--- config.mk ---
export PLATFORM = sky130hd
export DESIGN_NAME = result_tx_sequencer
export DESIGN_NICKNAME = d
export VERILOG_FILES = /design/src/rtl/calc_pkg.sv /design/src/rtl/tx_bit_timer.sv /design/src/rtl/result_tx_sequencer.sv
export SDC_FILE = /design/constraint.sdc
export NUM_CORES = 1
export LEC_CHECK = 0
export BUFFER_PORTS_ARGS = -buffer_cell sky130_fd_sc_hd__buf_2
export CELL_PAD_IN_SITES_DETAIL_PLACEMENT = 1
export CELL_PAD_IN_SITES_GLOBAL_PLACEMENT = 1
export CORE_MARGIN = 1
export CORE_UTILIZATION = 47
export CTS_BUF_LIST = sky130_fd_sc_hd__clkbuf_8
export CTS_CLUSTER_SIZE = 8
export DETAILED_ROUTE_END_ITERATION = 16
export PLACE_DENSITY = 0.87
export SLEW_MARGIN = 15
export SYNTH_ARGS = -nofsm -noshare
export SYNTH_HDL_FRONTEND = slang
export SYNTH_SLANG_ARGS = --single-unit
--- constraint.sdc ---
create_clock -name clk -period 4.9 [get_ports clk]
set_clock_uncertainty 0.2 [all_clocks]
set_input_delay 0.735 -clock clk [delete_from_list [all_inputs] [get_ports clk]]
set_output_delay 0.735 -clock clk [all_outputs]
set_load 0.01 [all_outputs]
--- src/rtl/calc_pkg.sv ---
// Shared types and constants for the calculator result transmit path.
// TX_PARITY_EN selects whether frames carry an even-parity bit.
package calc_pkg;

  typedef enum logic [2:0] {
    IDLE   = 3'd0,
    START  = 3'd1,
    DATA   = 3'd2,
    PARITY = 3'd3,
    STOP   = 3'd4,
    DONE   = 3'd5
  } tx_state_t;

  localparam logic TX_IDLE_LVL  = 1'b1;
  localparam logic TX_START_LVL = 1'b0;

  localparam int DEF_DATA_W  = 8;
  localparam int DEF_BIT_CYC = 4;

  // Even parity over a zero-extended word (callers must keep words <= 64 bits).
  function automatic logic calc_even_parity(input logic [63:0] word);
    return ^word;
  endfunction

endpackage

--- src/rtl/tx_bit_timer.sv ---
// Serial bit-period timer: bit_tick marks the last cycle of each BIT_CYC-cycle bit.
// A restart strobe aligns the period to the edge where a new state is entered.
module tx_bit_timer
  import calc_pkg::*;
#(
  parameter int BIT_CYC = DEF_BIT_CYC
) (
  input  logic clk,
  input  logic reset,
  input  logic restart,
  output logic bit_tick
);

  localparam int CNT_W = (BIT_CYC > 1) ? $clog2(BIT_CYC) : 1;
  localparam logic [CNT_W-1:0] LAST_CNT = CNT_W'(BIT_CYC - 1);

  logic [CNT_W-1:0] cnt_r;

  // Cycle counter, wrapping at the bit period so consecutive data bits need no restart.
  always_ff @(posedge clk) begin
    if (reset) begin
      cnt_r <= {CNT_W{1'b0}};
    end else if (restart || (cnt_r == LAST_CNT)) begin
      cnt_r <= {CNT_W{1'b0}};
    end else begin
      cnt_r <= cnt_r + CNT_W'(1);
    end
  end

  assign bit_tick = (cnt_r == LAST_CNT);

endmodule

--- src/rtl/result_tx_sequencer.sv ---
// Frames and shifts one result word out LSB first: start, data, [parity], stop.
// Define TX_PARITY_EN to insert an even-parity bit before the stop bit.
module result_tx_sequencer
  import calc_pkg::*;
#(
  parameter int DATA_W  = DEF_DATA_W,
  parameter int BIT_CYC = DEF_BIT_CYC
) (
  input  logic              clk,
  input  logic              reset,
  input  logic              p_load,
  input  logic [DATA_W-1:0] data_in,
  input  logic              tx_dat,
  output logic              tx_out,
  output logic              tx_done,
  output logic              busy,
  output logic              load_err
);

  localparam int IDX_W = (DATA_W > 1) ? $clog2(DATA_W) : 1;
  localparam logic [IDX_W-1:0] LAST_IDX = IDX_W'(DATA_W - 1);

  tx_state_t         state_r, state_s;
  logic [DATA_W-1:0] shift_r, shift_s;
  logic [IDX_W-1:0]  idx_r, idx_s;
  logic              loaded_r, loaded_s;
  logic              tx_out_s, tx_done_s, busy_s, load_err_s;
  logic              restart_s, bit_tick_s;
`ifdef TX_PARITY_EN
  logic              parity_r, parity_s;
`endif

  assign restart_s = (state_s != state_r);

  tx_bit_timer #(.BIT_CYC(BIT_CYC)) u_bit_timer (
    .clk     (clk),
    .reset   (reset),
    .restart (restart_s),
    .bit_tick(bit_tick_s)
  );

  // Next state, datapath updates and next output levels.
  always_comb begin
    state_s    = state_r;
    shift_s    = shift_r;
    idx_s      = idx_r;
    loaded_s   = loaded_r;
    tx_out_s   = TX_IDLE_LVL;
    tx_done_s  = 1'b0;
    busy_s     = 1'b1;
    load_err_s = p_load && (state_r != IDLE);
`ifdef TX_PARITY_EN
    parity_s   = parity_r;
`endif
    case (state_r)
      IDLE: begin
        busy_s = 1'b0;
        if (p_load) begin
          shift_s  = data_in;
          loaded_s = 1'b1;
        end else begin
          shift_s  = shift_r;
        end
        // A same-cycle load starts the frame with the new word.
        if (tx_dat && (loaded_r || p_load)) begin
          state_s  = START;
          loaded_s = 1'b0;
          idx_s    = {IDX_W{1'b0}};
          tx_out_s = TX_START_LVL;
          busy_s   = 1'b1;
`ifdef TX_PARITY_EN
          parity_s = calc_even_parity(64'(p_load ? data_in : shift_r));
`endif
        end else begin
          state_s = IDLE;
        end
      end
      START: begin
        tx_out_s = TX_START_LVL;
        if (bit_tick_s) begin
          state_s  = DATA;
          tx_out_s = shift_r[0];
        end else begin
          state_s = START;
        end
      end
      DATA: begin
        tx_out_s = shift_r[0];
        if (bit_tick_s) begin
          shift_s = shift_r >> 1;
          if (idx_r == LAST_IDX) begin
`ifdef TX_PARITY_EN
            state_s  = PARITY;
            tx_out_s = parity_r;
`else
            state_s  = STOP;
            tx_out_s = TX_IDLE_LVL;
`endif
          end else begin
            idx_s    = idx_r + IDX_W'(1);
            tx_out_s = shift_s[0];
          end
        end else begin
          state_s = DATA;
        end
      end
`ifdef TX_PARITY_EN
      PARITY: begin
        tx_out_s = parity_r;
        if (bit_tick_s) begin
          state_s  = STOP;
          tx_out_s = TX_IDLE_LVL;
        end else begin
          state_s = PARITY;
        end
      end
`endif
      STOP: begin
        tx_out_s = TX_IDLE_LVL;
        if (bit_tick_s) begin
          state_s   = DONE;
          tx_done_s = 1'b1;
        end else begin
          state_s = STOP;
        end
      end
      DONE: begin
        state_s = IDLE;
        busy_s  = 1'b0;
      end
      default: begin
        state_s = IDLE;
        busy_s  = 1'b0;
      end
    endcase
  end

  // State, datapath and registered outputs.
  always_ff @(posedge clk) begin
    if (reset) begin
      state_r  <= IDLE;
      shift_r  <= {DATA_W{1'b0}};
      idx_r    <= {IDX_W{1'b0}};
      loaded_r <= 1'b0;
      tx_out   <= TX_IDLE_LVL;
      tx_done  <= 1'b0;
      busy     <= 1'b0;
      load_err <= 1'b0;
`ifdef TX_PARITY_EN
      parity_r <= 1'b0;
`endif
    end else begin
      state_r  <= state_s;
      shift_r  <= shift_s;
      idx_r    <= idx_s;
      loaded_r <= loaded_s;
      tx_out   <= tx_out_s;
      tx_done  <= tx_done_s;
      busy     <= busy_s;
      load_err <= load_err_s;
`ifdef TX_PARITY_EN
      parity_r <= parity_s;
`endif
    end
  end

endmodule
==> Yosys cells after proc, flatten, opt, wreduce, memory -nomap -nowiden <==
Cells that the tools add are included.
{ "totals": {"latchBits": 0, "reg_bits": 21, "elab_cells": 59, "mem_bits_ro": 0, "ramBits": 0, "mem_count": 0} }
{ "classes": {"n_mul": 0, "div": 0, "n_lt_le_gt_ge": 0, "n_eq_ne": 10, "n_addsub": 2, "reduce_logical": 14, "mux": 23, "n_bitwise": 1, "n_shift": 0} }
{ "op_table": {"columns": ["op", "count"], "rows": [
  ["$mux 8", 2],
  ["$pmux 8 s2", 1],
  ["$mux 3", 5],
  ["$pmux 3 s4", 1],
  ["$mux 1", 10],
  ["$ne 2x2->1 const B", 4],
  ["$eq 3x3->1 const B", 2],
  ["$pmux 3 s2", 1],
  ["$reduce_and 4->1", 1],
  ["$reduce_bool 2->1", 2],
  ["$reduce_or 2->1", 2],
  ["$add 3x1->3 const B", 1],
  ["$eq 3x1->1 const B", 1],
  ["$eq 3x2->1 const B", 1],
  ["$logic_not 3->1", 1],
  ["$ne 3x3->1", 1],
  ["$pmux 1 s3", 1],
  ["$reduce_and 3->1", 1],
  ["$reduce_bool 3->1", 1],
  ["$reduce_or 3->1", 1],
  ["$add 2x1->2 const B", 1],
  ["$eq 2x2->1 const B", 1],
  ["$logic_and 1x1->1", 2],
  ["$logic_or 1x1->1", 2],
  ["4 further kinds", 4]
]} }

==> Logic depth before layout (Yosys ltp) <==
{ "logic_depth": {"depth_word": 7, "mapped_depth": 5} }

==> By module <==
A second synthesis with hierarchy kept.
{ "unflattened": {"hier_cells": 120, "area_unflattened_um2": 1116.1} }
{ "by_module_without_submodules": {"columns": ["module", "seq_area_each_um2", "instances", "cells_each", "area_each_um2"], "rows": [
  ["result_tx_sequencer", 380.4, 1, 115, 1036.0],
  ["tx_bit_timer", 40.0, 1, 5, 80.1]
]} }

==> Least setup slack after synthesis <==
No wires, ideal clock.
{ "synth_timing": {"kind": "input port to flip-flop", "from": "in p_load", "to": "reg shift_r[0]", "path_slack_ns": 3.098, "arrival_time_ns": 1.517, "path_buffers": 1, "required_time_ns": 4.614, "cell_stages": 4, "cell_sequence": "mux2_4 and2_1 clkbuf_1 a211oi_1"} }
{ "synth_via": {"elab_chain_len": 2} }
{ "synth_lines": {"columns": ["element", "line_no", "text"], "rows": [
  ["start: declaration", "result_tx_sequencer.sv:11", "input logic p_load,"],
  ["$ne 2x2->1 (no line)", null, null],
  ["$reduce_and 3->1 (no line)", null, null],
  ["end signal: assignment", "result_tx_sequencer.sv:142", "shift_r <= {DATA_W{1'b0}};"],
  ["end signal: assignment", "result_tx_sequencer.sv:154", "shift_r <= shift_s;"],
  ["end: declaration", "result_tx_sequencer.sv:24", "logic [DATA_W-1:0] shift_r, shift_s;"]
]} }
Every way passes these cells.
A chain may end at the register's enable or synchronous reset.

==> Worst setup path after layout <==
{ "layout_timing": {"from": "reg state_r[1]", "to": "reg shift_r[4]"} }
{ "layout_via": {"elab_chain_len": 3, "elab_cells_between_ends": 7, "cone_classes": "3 x eq/ne; 1 x mux; 3 x reduce/logical"} }
{ "layout_lines": {"columns": ["element", "line_no", "text"], "rows": [
  ["start: declaration", "result_tx_sequencer.sv:23", "tx_state_t state_r, state_s;"],
  ["start signal: assignment", "result_tx_sequencer.sv:153", "state_r <= state_s;"],
  ["$eq 3x2->1 or $logic_not 3->1 (tied branches)", "result_tx_sequencer.sv:55", "case (state_r)"],
  ["$ne 2x2->1 (no line) or $reduce_bool 2->1 (tied branches)", null, null],
  ["$reduce_and 3->1 (no line)", null, null]
]} }
Parallel ways exist; a longest one is shown, timed or not.

==> key figures <==
Floorplanning
  • Die height: 49.3 um
  • Row Count: 16
  • Core Area: 2020 um2
  • Initial Util: 51.9%
  • I/O pin count: 16
  • DIE AREA: 2430 um2
  • Chip width: 49.3 um

Clocking
  • Post-CTS setup buffers: 0
  • # hold bufs at CTS: 0
  • Worst skew pair latency: 0.25 ns
  • CTS tree: yes
  • Root Buffer: clkbuf_8
  • Clock Sinks: 21
  • CTS max path bufs: 2
  • H-tree levels: 1
  • Num CTS Buffers: 3
  • Post-cts resize count: 0
  • Clk pin slew, worst setup/hold paths: 0.07 ns

Synthesis
  • Mapped cell area: 1050 um2
  • Post-synth EDFFs: 0
  • Yosys cell types: 36
  • Biggest area consumer among synthesized cells: dfxtp_1
  • Sequential element share of the synthesized area: 40.0%
  • Post-synth net total: 126
  • Yosys Warn Count: 0
  • Post-synth top area share: 40.0%
  • Synth area leaders: dfxtp_1, a21oi_1, mux2i_1
  • Post-synthesis sequential element count: 21
  • Predominant post-synthesis flop cell: dfxtp_1
  • Cells after synthesis: 111
  • Asr flop ratio synth: 0%
  • Mean Syn Cell Area: 9.46 um2

Place
  • HPWL Detailed: 1.48 mm
  • Routability cong.: 0.733
  • I/O Buffers: 15

Timing
  • RSZ-0062 raised after global routing: no
  • Fin crit period: 2.13 ns
  • Final critical-path share of the clock period: 43.5%
  • Tightest Pin Transition: 0.902 ns
  • Rel. slew slack: 39.8%
  • Final Slew Violations: 0
  • FMAX: 0.469 GHz
  • Final count of hold timing violations: 0
  • Setup Total Neg Slack: 0 ns
  • Setup violators final: 0

Global route
  • Overall Global Routing Usage: 20.9%
  • Number of global-route vias before repair: 825
  • Largest net degree at the start of global routing: 25
  • First-pass GRT wire length: 3.94 mm
  • Gr ovfl total: 0
  • Initial antenna violation count: 0

Cells and area
  • Layout cells sized above 1: 20.5%
  • Area grow syn2layout: 10.5%
  • Diodes inserted: 0
  • Most frequent cells in the layout: dfxtp_1, a21oi_1, buf_2
  • Final #Nets: 138
  • Most common cell after layout, fill and taps aside: dfxtp_1

Critical path
  • Startpoint types: register
  • Worst r2r dst: shift_r[4]
  • R2r setup slk: 2.77 ns
  • FF-to-FF Start: state_r[1]
  • Critical Path RT: 4.86 ns
  • Worst Setup End Kind: register
  • Arr. time, crit path: 2.09 ns
  • CP max FO: 24
  • First element of the critical path: state_r[1]
  • Worst reg-to-reg path cell count: 3
  • Critical Path Sink: shift_r[4]
  • Critical path class: register to register

Route
  • Pre-Repair DR Iteration Count: 4
  • Starting DRT DRC Count: 6
  • DRC viols: 0
  • Vias per inst: 5.90
  • Via count: 879
  • Final ANT Viol Nets: 0
  • Final WL: 2.31 mm
  • Wire length per cell: 15.5 um

Job
  • Max-cap viol count: 0

Pwr
  • Pwr Density: 298 nW/um2
  • Leak Pwr: 0.433 nW
  • Total power: 346 uW
  • VDD IR max: 0.000183 V

Status
  • Run status: finished clean

Hold path
  • HP Class: register to register
-- sequential cells by signal, summed over array words and instances (netlist names) --
name	count
busy	1
tx_done	1
u_bit_timer.cnt_r	2
loaded_r	1
idx_r	3
shift_r	8
tx_out	1
state_r	3
load_err	1
-- metal layers --
layer,global-route usage (%),vias up,wire [um]
li1,-,442,-
met1,27.7,425,1110
met2,35.2,10,1140
met3,3.74,2,50
met4,4.41,0,11
met5,0,-,0
-- worst min-delay path by stage --
stage	depth (start not counted)	start	to	slack [ns]
after floorplan	2	shift_r[0]	tx_out	0.28
after global placement	2	u_bit_timer.cnt_r[0]	u_bit_timer.cnt_r[0]	0.30
after detailed placement	2	shift_r[0]	tx_out	0.32
after CTS	2	u_bit_timer.cnt_r[0]	u_bit_timer.cnt_r[0]	0.33
after global routing	2	u_bit_timer.cnt_r[0]	u_bit_timer.cnt_r[0]	0.35
final	2	shift_r[5]	shift_r[5]	0.33
-- cell families (layout without fill, tap and decap cells) --
kind of cell | Yosys count | in the layout | synth area share (%)
AND/OR/NAND/NOR | 32 | 32 | 21.0
adder cells (fa/ha/maj) | 4 | 4 | 4.65
buffers and inverters | 9 | 20 | 4.53
AO/OA/AOI/OAI | 36 | 36 | 20.6
multiplexers | 9 | 9 | 9.18
flip-flops | 21 | 21 | 40.0
-- synth_stat cells (2+ instances only) --
library cell	instances
a211oi_1	9
a21oi_1	16
and2_1	3
buf_2	2
clkbuf_1	4
dfxtp_1	21
ha_1	3
mux2i_1	7
nand3_1	2
nand4b_1	2
nor2_1	5
nor2b_1	2
nor3_1	3
nor3b_1	4
o211ai_1	2
o21ai_0	6
-- cell type report --
cell class / instances / area [um2]
Timing Repair Buffer: 15 / 75.1
Inverter: 1 / 3.75
Sequential cell: 21 / 420
Tap cell: 27 / 33.8
Clock buffer: 3 / 41.3
Fill cell: 246 / 862
Multi-Input combinational cell: 81 / 582
Clock inverter: 1 / 3.75
-- worst max-delay path: stages (launching register included) --
cell and delay, ns:
dfxtp_1 0.92, mux2_4 0.41, and2_1 0.26, a211oi_1 0.25
-- power breakdown --
group	switching (mW)	internal [mW]	total [mW]
clock network	0.0535	0.0557	0.109
registers	0.00845	0.182	0.190
logic	0.0252	0.0210	0.0462
-- per-stage QoR --
stage,worst slack (ns),utilization (%),instance area (um2),instances,hold slack (ns)
final,2.77,57.4,1160,149,0.326
after global routing,2.64,57.4,1160,149,0.350
after floorplan,3.10,-,1050,111,0.275
after CTS,2.77,57.4,1160,149,0.330
after global placement,2.86,55.1,1110,145,0.298
after detailed placement,2.80,55.1,1110,145,0.316
No activity file was read; power rests on OpenSTA's default activity.
